<file path="src/rtl/demux_pkg.sv">
// Shared types and sizing for the 1-to-7 demux/collector.
// Slot count and select width live here so the interface, counter and top agree.
package demux_pkg;

   localparam int N_SLOTS   = 7;
   localparam int SEL_W     = 3;
   localparam int LAST_SLOT = N_SLOTS - 1;

   typedef enum logic {
      ADDR = 1'b0,
      AUTO = 1'b1
   } state_t;

endpackage

</file>
<file path="src/rtl/demux1to7_collector_if.sv">
// Handshake/data bundle between a bit source and the demux/collector.
// SelErr exists only when DEMUX_SEL_ERR_EN is defined.
interface demux1to7_collector_if;
   import demux_pkg::*;

   logic               DataIn;
   logic               Valid;
   logic               AutoMode;
   logic [SEL_W-1:0]   Select;
   logic               Clear;
   logic [N_SLOTS-1:0] Out;
   logic [SEL_W-1:0]   Ptr;
   logic               FrameDone;
`ifdef DEMUX_SEL_ERR_EN
   logic               SelErr;
`endif

   modport master (
      output DataIn, Valid, AutoMode, Select, Clear,
`ifdef DEMUX_SEL_ERR_EN
      input  SelErr,
`endif
      input  Out, Ptr, FrameDone
   );

   modport slave (
      input  DataIn, Valid, AutoMode, Select, Clear,
`ifdef DEMUX_SEL_ERR_EN
      output SelErr,
`endif
      output Out, Ptr, FrameDone
   );

endinterface

</file>
<file path="src/rtl/demux_ptr_counter.sv">
// Auto-mode slot pointer: increments per collected bit, wraps after the last slot.
// Clear has priority over increment.
module demux_ptr_counter
   import demux_pkg::*;
(
   input  logic             clock,
   input  logic             reset,
   input  logic             inc_i,
   input  logic             clr_i,
   output logic [SEL_W-1:0] ptr_o,
   output logic             at_last_o
);

   logic [SEL_W-1:0] ptr_q;
   logic [SEL_W-1:0] ptr_d;

   assign at_last_o = (ptr_q == SEL_W'(LAST_SLOT));
   assign ptr_o     = ptr_q;

   always_comb begin
      ptr_d = ptr_q;
      if (clr_i) begin
         ptr_d = '0;
      end else if (inc_i) begin
         ptr_d = at_last_o ? '0 : ptr_q + SEL_W'(1);
      end
   end

   always_ff @(posedge clock or posedge reset) begin
      if (reset) begin
         ptr_q <= '0;
      end else begin
         ptr_q <= ptr_d;
      end
   end

endmodule

</file>
<file path="src/rtl/demux1to7_collector.sv">
// Registered 1-to-7 demux: addressed writes into Out, or serial collection of 7-bit frames.
// Optional SelErr pulse on out-of-range addressed writes when DEMUX_SEL_ERR_EN is defined.
//
// state | meaning
// ADDR  | Valid writes DataIn into Out[Select]; Ptr held at 0
// AUTO  | Valid shifts DataIn into shadow[Ptr]; Out updated only on frame completion
module demux1to7_collector
   import demux_pkg::*;
(
   input  logic                  clock,
   input  logic                  reset,
   demux1to7_collector_if.slave  bus
);

   localparam logic [N_SLOTS-1:0] LAST_MASK = N_SLOTS'(1) << LAST_SLOT;

   state_t             state_q, state_d;
   logic [N_SLOTS-1:0] out_q, out_d;
   logic [N_SLOTS-1:0] shadow_q, shadow_d;
   logic               frame_done_q, frame_done_d;
   logic               sel_err_q, sel_err_d;

   logic               mode_chg;
   logic               ptr_inc;
   logic               ptr_clr;
   logic [SEL_W-1:0]   ptr;
   logic               at_last;
   logic [N_SLOTS-1:0] sel_mask;
   logic [N_SLOTS-1:0] ptr_mask;

   demux_ptr_counter u_ptr (
      .clock     (clock),
      .reset     (reset),
      .inc_i     (ptr_inc),
      .clr_i     (ptr_clr),
      .ptr_o     (ptr),
      .at_last_o (at_last)
   );

   assign sel_mask = N_SLOTS'(1) << bus.Select;
   assign ptr_mask = N_SLOTS'(1) << ptr;

   always_comb begin
      state_d      = bus.AutoMode ? AUTO : ADDR;
      mode_chg     = (state_d != state_q);
      out_d        = out_q;
      shadow_d     = shadow_q;
      frame_done_d = 1'b0;
      sel_err_d    = 1'b0;
      ptr_inc      = 1'b0;
      ptr_clr      = 1'b0;

      if (bus.Clear) begin
         out_d    = '0;
         shadow_d = '0;
         ptr_clr  = 1'b1;
      end else if (mode_chg) begin
         // Out deliberately holds across a mode switch; only the partial frame is dropped.
         shadow_d = '0;
         ptr_clr  = 1'b1;
      end else if (bus.Valid) begin
         unique case (state_q)
            ADDR: begin
               if (bus.Select < SEL_W'(N_SLOTS)) begin
                  out_d = bus.DataIn ? (out_q | sel_mask) : (out_q & ~sel_mask);
               end else begin
                  sel_err_d = 1'b1;
               end
            end
            AUTO: begin
               ptr_inc = 1'b1;
               if (at_last) begin
                  out_d        = (shadow_q & ~LAST_MASK) | ({N_SLOTS{bus.DataIn}} & LAST_MASK);
                  shadow_d     = '0;
                  frame_done_d = 1'b1;
               end else begin
                  shadow_d = bus.DataIn ? (shadow_q | ptr_mask) : (shadow_q & ~ptr_mask);
               end
            end
            default: ;
         endcase
      end
   end

   always_ff @(posedge clock or posedge reset) begin
      if (reset) begin
         state_q      <= ADDR;
         out_q        <= '0;
         shadow_q     <= '0;
         frame_done_q <= 1'b0;
         sel_err_q    <= 1'b0;
      end else begin
         state_q      <= state_d;
         out_q        <= out_d;
         shadow_q     <= shadow_d;
         frame_done_q <= frame_done_d;
         sel_err_q    <= sel_err_d;
      end
   end

   assign bus.Out       = out_q;
   assign bus.Ptr       = ptr;
   assign bus.FrameDone = frame_done_q;
`ifdef DEMUX_SEL_ERR_EN
   assign bus.SelErr    = sel_err_q;
`else
   logic unused_sel_err;
   assign unused_sel_err = sel_err_q;
`endif

endmodule

</file>
<file path="src/flat_wrapper.sv">
// flat-port wrapper written by rule: the top's interface ports become plain ports
module demux1to7_collector_flat import demux_pkg::*;
  (clock, reset, bus_DataIn, bus_Valid, bus_AutoMode, bus_Select, bus_Clear, bus_Out, bus_Ptr, bus_FrameDone);
  demux1to7_collector_if bus_i ();
  input  logic clock;
  input  logic reset;
  input wire logic [$bits(bus_i.DataIn)-1:0] bus_DataIn;
  input wire logic [$bits(bus_i.Valid)-1:0] bus_Valid;
  input wire logic [$bits(bus_i.AutoMode)-1:0] bus_AutoMode;
  input wire logic [$bits(bus_i.Select)-1:0] bus_Select;
  input wire logic [$bits(bus_i.Clear)-1:0] bus_Clear;
  output wire logic [$bits(bus_i.Out)-1:0] bus_Out;
  output wire logic [$bits(bus_i.Ptr)-1:0] bus_Ptr;
  output wire logic [$bits(bus_i.FrameDone)-1:0] bus_FrameDone;
  assign bus_i.DataIn = bus_DataIn;
  assign bus_i.Valid = bus_Valid;
  assign bus_i.AutoMode = bus_AutoMode;
  assign bus_i.Select = bus_Select;
  assign bus_i.Clear = bus_Clear;
  assign bus_Out = bus_i.Out;
  assign bus_Ptr = bus_i.Ptr;
  assign bus_FrameDone = bus_i.FrameDone;
  demux1to7_collector u_core (.clock(clock), .reset(reset), .bus(bus_i));
endmodule
</file>
<file path="config.mk">
export PLATFORM = sky130hd
export DESIGN_NAME = demux1to7_collector_flat
export DESIGN_NICKNAME = d
export VERILOG_FILES = /design/src/rtl/demux_pkg.sv /design/src/rtl/demux1to7_collector_if.sv /design/src/rtl/demux_ptr_counter.sv /design/src/rtl/demux1to7_collector.sv /design/src/flat_wrapper.sv
export SDC_FILE = /design/constraint.sdc
export NUM_CORES = 1
export LEC_CHECK = 0
export CORE_MARGIN = 2
export CORE_UTILIZATION = 40
export DETAILED_ROUTE_END_ITERATION = 16
export MAX_ROUTING_LAYER = met4
export PLACE_DENSITY = 0.61
export SLEW_MARGIN = 40
export SYNTH_ARGS = -nofsm -noshare
export SYNTH_HDL_FRONTEND = slang
export SYNTH_SLANG_ARGS = --single-unit
</file>
<file path="constraint.sdc">
create_clock -name clock -period 1.6 [get_ports clock]
set_input_delay 0.16 -clock clock [delete_from_list [all_inputs] [get_ports clock]]
set_output_delay 0.16 -clock clock [all_outputs]
set_load 0.03 [all_outputs]
</file>
==> flow_results.org, run 1 <==
** Setup path
- In this run the critical register-to-register path is captured at u_core.bus.Out[3].
- Crit path max fanout :: 3
- Endpoint class of the critical path :: output port
- For this run, the slowest stage of the critical path takes 0.68 ns.
- Worst Path Arrival :: 1.36 ns
- Broken down by cell family, the worst path's largest delay share belongs to buffers and inverters.
- Buf/Inv on CP :: 1
- Setup slack on the worst reg-to-reg path comes out at 0.11 ns.
- In this run the number of cells on the critical path is 1.
- Traced cell by cell, the critical path runs through clkdlybuf4s50_1.
- STA classifies the critical path startpoint as a flip-flop.
- Worst setup path endpoint :: bus_Out[4]
- Cell with the largest stage delay on the worst path :: clkdlybuf4s50_1
- Critical Setup Path Class :: reg2out
- Req. time, crit path :: around 1.4 ns
- Tracing the worst setup path back leads to its startpoint at u_core.bus.Out[4].
- Measured in cells, the most critical reg-to-reg path has a length of 5.
- Worst reg2reg path startpoint :: u_core.u_ptr.ptr_o[0]

** Die
- After floorplanning, the core was sized to cover between 0.002 and 0.003 mm².
- Die Area :: between 0.003 and 0.004 mm²
- Num ports :: 20
- In this run the horizontal extent of the chip is 57.5 µm.
- The initialized floorplan defines 19 standard-cell rows.
- Die boundary height :: about 58 µm
- For this configuration, the core starts out at a cell density of 41.9%.

** Finish
- Cells with a size suffix above 1 make up between 20 and 25% of the layout.
- In the layout the commonest cells are 17 x buf_4, 16 x clkdlybuf4s50_1, 16 x dfrtp_1.
- Total area of multi-input combinational cells :: 606 µm²
- Total non-filler cell area in the finished layout :: 0.00150 mm²
- Once layout is complete, the utilization of the core stands at 54.8%.
- 0 antenna diodes ended up in the layout.
- For this run, the post-layout net count is 167.
- Most common cell after layout, fill and taps aside :: buf_4
- P&R area growth vs syn :: 30.7%
- Fill cells in the final layout number ~260.
- Excluding fillers, the count of instances in the completed layout stands at 187.
- Registers take between 400 and 500 µm².

** Clock network
- TritonCTS clock tree :: yes
- Total clock buffers created by CTS :: 3
- The root buffer cell chosen for the clock tree is clkbuf_4.
- The number of hold buffers added after CTS was 0.
- The clock drives 18 sinks.
- Number of H-tree levels :: 1
- Clock latency reported for the late side of the worst-skew pair :: roughly 0.29 ns
- Max Buffers Root-to-Sink :: 2
- Clock slew at reported path FFs :: 0.11 ns

** Timing
- Setup repair after global routing left no endpoint under its margin.
- After layout, the minimum clock period comes to approximately 1.5 ns.
- # setup viols final :: 0
- Hold timing on the final database bottoms out at a slack of 0.171 ns.
- Max-slew violation count :: 0
- Worst slew margin relative to its limit :: 77.8%
- FMAX :: 657 MHz
- Across the routed clock network, the largest skew measured is 0.00196 ns.
- For the pin with the worst max-slew slack, the measured transition is 0.325 ns.
- Fin crit share :: 95.1%
- The final hold violation count was 0.

** Worst hold path
- The min-delay analysis places its worst path in the category in2async.

** Logic synthesis
- Synth Net Count :: 135
- Yosys reg bits :: 18
- Distinct cell type count after synthesis :: 41
- Of the synthesized area, sequential elements account for 39.3%.
- Cell area after synthesis :: 0.00115 mm²
- For this run, the leading register cell type out of synthesis is dfrtp_1.
- Counting flops with an async set or reset pin after synthesis yields a share of 100%.
- During synthesis, Yosys emitted a total of 0 warnings.
- Counting flops with a built-in enable in the synthesized netlist gives 0.
- Post-Synthesis Mean Instance Area :: 9.17 µm²
- Post-Syn Instances :: between 100 and 150

** Status
- The run finished with clean final reports.

** Power and ir drop
- In this run the static leakage power is around 0.64 nW.
- Pwr/cell area :: 617 mW/mm²
- IR drop worst, VDD :: about 0.43 mV

** Routing
- Dividing the detail-routed wire length by the instance count gives between 10 and 15 µm.
- The detail route stage leaves a number of antenna-violating nets equal to 0.
- Number of iterations in the first detailed-routing pass :: 4
- Detailed Route WL :: 2620 µm
- The first routing iteration left 34 violations.
- Remaining DRCs :: 0
- The detailed router placed 1049 vias in this run.
- Dividing the detail-routed via count by the number of cells gives between 5 and 6.

** Global routing
- Summed over all layers, the global routing overflow is 0.
- Via count of the first global-routing pass :: 960
- Wire length of the first global-routing pass :: around 4400 µm
- Maximum number of pins on one net before global-route repair :: 19
- GRT Resource Usage Total :: ~18%
- Antenna violations before repair :: 0

** Placement
- Post-Place Cell Area :: 0.00145 mm²
- Input/output buffers :: 19
- The congestion estimate from routability-driven global placement came to 0.835.
- Once detailed placement completed, the half-perimeter wirelength came to between 1500 and 2000 µm.
- Cell total after placement :: 183

** Run
- Max-cap violations in this run came to 0.
state kept, by name (all words and copies together) (netlist names):
| signal | cells |
|---|---|
| u_core.state_q | 1 |
| u_core.bus.FrameDone | 1 |
| u_core.shadow_q | 6 |
| u_core.u_ptr.ptr_o | 3 |
| u_core.bus.Out | 7 |
power by group:
group          switching [W]  internal [W]
clock               0.000150      0.000139
combinational      0.0000889     0.0000778
sequential        0.00000708      0.000462
total               0.000246      0.000678
cells by family after synthesis:
kind of cell / count (synthesis) / share of synthesized area [%]
compound gates: 44 / 28.3
simple gates: 42 / 20.3
flops: 18 / 39.3
buf+inv: 17 / 8.41
mux: 2 / 1.86
xor+xnor: 1 / 0.764
fa+ha+maj: 1 / 1.09
routing by layer:
layer | global-route usage [%] | share of wire [%]
met3 | 2.49 | 4.9
met4 | 7.31 | 0.69
met5 | - | 0
met2 | 26.9 | 47
met1 | 23.0 | 48
cell usage after synthesis, drive strengths merged (3+ instances only):
master  number  share of area (%)
o31ai        6                3.9
nand3b       5                3.3
a21oi       10                4.7
a31oi        3                1.6
inv          7                2.3
dfrtp       18                 39
nand2       11                3.6
buf          8                5.5
o21ai       12                5.2
nor2        11                3.6
nor3b        3                2.0
worst min path at each step:
stage | start | slack (ns) | to
after detailed placement | reset | 0.51 | u_core.u_ptr.ptr_o[1]
after global placement | reset | 0.50 | u_core.u_ptr.ptr_o[1]
final | reset | 0.17 | u_core.u_ptr.ptr_o[1]
after floorplan | reset | 0.1 | u_core.bus.FrameDone
after CTS | reset | 0.17 | u_core.u_ptr.ptr_o[1]
after global routing | reset | 0.18 | u_core.bus.Out[2]
timing repair:
action	CTS	global route
buffers inserted	0	0
cloned	0	0
setup endpoints to repair	2	2
resized for setup	2	5
per-stage QoR:
step / worst slack, ns / total power [W] / TNS, ns
finish: 0.0790 / 0.000924 / 0
global route: 0.0181 / 0.000973 / 0
CTS: 0.00600 / 0.000937 / 0
detailed placement: -0.100 / 0.000643 / -0.642
global placement: -0.0559 / 0.000641 / -0.240
floorplan: 0.0244 / 0.000571 / 0
cell type report:
| cell class | count | share of cell area (%) |
|---|---|---|
| clock buffer | 4 | 2.42 |
| inverter | 7 | 1.75 |
| multi-input combinational | 90 | 40.4 |
| timing repair buffer | 37 | 22.6 |
| tap | 31 | 2.59 |
| sequential | 18 | 30.2 |
Power figures use the tool's default switching activity.
==> run 2, diff against run 1 <==
CORE_MARGIN = not set   (was 2)
==> flow_results.org, run 2 (same netlist as run 1, synthesis figures left out) <==
** Setup path
- For this design, the slowest cell found on the critical path is clkdlybuf4s50_1.
- Buf/Inv on CP :: 1 (unchanged)
- STA classifies the critical path endpoint as an output port.
- In this run the critical register-to-register path is captured at u_core.bus.Out[3].
- Kind of launch point of the worst setup path :: flip-flop
- Setup slack of the most critical reg-to-reg path :: 0.10 ns (about the same)
- Among cell families on the critical path, the largest total delay comes from buffers and inverters.
- The startpoint identified for the worst register-to-register timing path is u_core.state_q.
- Delay of the slowest critical-path stage :: 0.68 ns (about the same)
- The cell depth of the worst flop-to-flop path was 5 (unchanged).
- The critical path goes through clkdlybuf4s50_1.
- The worst setup path is of the reg2out kind.
- Crit path max fanout :: 3 (unchanged)
- Req. time, crit path :: 1.44 ns (about the same)
- The arrival time at the worst endpoint is 1.35 ns (about the same).
- WP depth :: 1 (unchanged)

** Routing
- Vias per cell :: 5.66 (+0.92%)
- The number of nets with antenna violations after detailed routing came to 0 (unchanged).
- Remaining DRCs :: 0 (unchanged)
- The count of routing violations after the opening detailed-route iteration is 38 (+12%).
- The number of vias after detailed routing was 1053 (+0.38%).
- The average detailed-routed wire length per instance came to 14.0 µm (about the same).
- Detailed Route WL :: 2610 µm (-0.57%)
- Number of iterations in the first detailed-routing pass :: 4 (unchanged)

** Clock network
- The hold-fix buffer count after cts was 0 (unchanged).
- The maximum count of clock buffers along a single path came to 2 (unchanged).
- The tree is rooted in a clkbuf_4.
- The clock network latency to the later pin of the worst-skew pair is 0.29 ns (about the same).
- The number of buffers inserted during clock tree synthesis is 3 (unchanged).
- TritonCTS built the clock tree.
- Number of sinks driven by the clock tree :: 18 (unchanged)
- The number of H-tree branching levels is 1 (unchanged).
- Clock slew at reported path FFs :: 0.11 ns (about the same)

** Power and ir drop
- Pwr/cell area :: 584 mW/mm² (-5.4%)
- IR drop worst, VDD :: 0.451 mV (+4.7%)
- Leakage dissipation :: 0.639 nW (-0.83%)

** Placement
- The number of input and output port buffers inserted was 19 (unchanged).
- The weighted congestion at the end of routability-driven global placement came to 0.836 (+0.13%).
- Post-Place Cell Area :: 0.00145 mm² (unchanged)
- The placed wire-length estimate was 1950 µm (+2.7%).
- Cell total after placement :: 183 (unchanged)

** Die
- The starting density of the core was 41.9% (unchanged).
- Num ports :: 20 (unchanged)
- Area of the core region :: 0.00273 mm² (unchanged)
- Count of standard-cell rows :: 19 (unchanged)
- Die Area :: 0.00308 mm² (-6.8%)
- The die height came to 55.5 µm (-3.5%).
- Horizontal die dimension :: 55.5 µm (-3.5%)

** Global routing
- The pin count of the biggest net entering global routing is 19 (unchanged).
- The overall track demand over capacity in global routing was 18.5% (+0.96 points).
- Antenna violations before repair :: 0 (unchanged)
- The global-route wire length before repair was 4370 µm (unchanged).
- The number of global-route vias before repair was 983 (+2.4%).
- The total congestion overflow came to 0 (unchanged).

** Timing
- FMAX :: 660 MHz (+0.41%)
- Max-slew violation count :: 0 (unchanged)
- Worst slew margin relative to its limit :: 79.4% (+1.6 points)
- Fin Clk Skew :: 0.00812 ns (+0.00615 ns)
- Min Tclk post-route :: 1.51 ns (-0.00623 ns)
- The transition at the pin with the smallest max-transition slack is 0.302 ns (-0.0234 ns).
- Setup Total Neg Slack :: 0 ns (unchanged)
- The final hold violation count came to 0 (unchanged).
- Setup repair after global routing missed its margin :: false
- The count of endpoints failing setup in the final report is 0 (unchanged).
- Fin crit share :: 94.7% (-0.39 points)

** Finish
- Commonest cells after routing, fill and taps aside :: 18 x dfrtp_1, 17 x buf_4, 16 x clkdlybuf4s50_1
- The sequential cell area in the final layout was 450 µm² (-0.55%).
- Layout fillers :: 276 (+4.5%)
- Relative to the synthesized area, the layout overhead comes to 28.7%.
- The share of layout cells above drive strength 1 was 18.7% (-3.1 points).
- The area of combinational cells with multiple inputs was 599 µm² (-1.0%).
- Diode insertion count for antenna repair :: 0 (unchanged)
- Number of flip-flops under the largest register name :: 7 (unchanged)
- Total non-filler cell area in the finished layout :: 0.00148 mm² (-1.5%)
- The library cell used most frequently in the layout, excluding fill and tap cells, is dfrtp_1.
- Number of standard cells in the layout, taps in and fillers out :: 186 (-0.53%)
- The final net count came to 167 (unchanged).

** Worst hold path
- Hold/Removal Path Class :: in2async

** Status
- The run finished with clean final reports.

** Run
- Number of maximum-capacitance violations :: 0 (unchanged)
==> run 2: power by group <==
group	switching [W]	leakage [nW]	internal, W
sequential	0.00000679	0.248	0.000461
combinational	0.0000882	0.377	0.0000778
clock	0.000139	0.0138	0.0000874
==> run 2: cell type report <==
cell class / count / share of cell area (%)
Clock buffer: 3 / 1.53
Inverter: 7 / 1.78
Multi-Input combinational cell: 90 / 40.6
Sequential cell: 18 / 30.5
Tap cell: 31 / 2.63
Timing Repair Buffer: 37 / 22.9
==> run 2: worst max-delay path by stage <==
stage	from	endpoint	slack, ns
detailed placement	bus_AutoMode	u_core.bus.Out[3]	-0.09
global route	u_core.state_q	u_core.bus.Out[2]	0.006
floorplan	u_core.u_ptr.ptr_o[0]	u_core.shadow_q[3]	0.02
CTS	u_core.u_ptr.ptr_o[0]	bus_Ptr[0]	0.02
finish	u_core.bus.Out[1]	bus_Out[1]	0.09
global placement	bus_AutoMode	u_core.bus.Out[3]	-0.04
==> run 2: layer usage <==
layer	vias to the layer above	share of wire (%)	global-route usage (%)
met3	2	4.1	2.58
met4	0	0.69	6.79
li1	519	-	-
met1	505	49	23.6
met5	-	0	-
met2	27	46	29.9
==> run 2: stage by stage <==
stage | hold slack [ns] | total power (W) | setup WS (ns) | util (%)
after CTS | 0.172 | 0.000874 | 0.0157 | 53.9
after floorplan | 0.0986 | 0.000571 | 0.0244 | -
final | 0.172 | 0.000861 | 0.0852 | 54.0
after global routing | 0.196 | 0.000901 | 0.00617 | 54.0
after global placement | 0.497 | 0.000641 | -0.0438 | 53.1
after detailed placement | 0.502 | 0.000643 | -0.0939 | 53.1
==> run 2: what timing repair did <==
item,in CTS,in global routing
pin swaps,0,0
endpoints found under the setup margin,2,1
buffers inserted,0,0
endpoints found under the hold margin,0,0
gates resized for setup,2,1
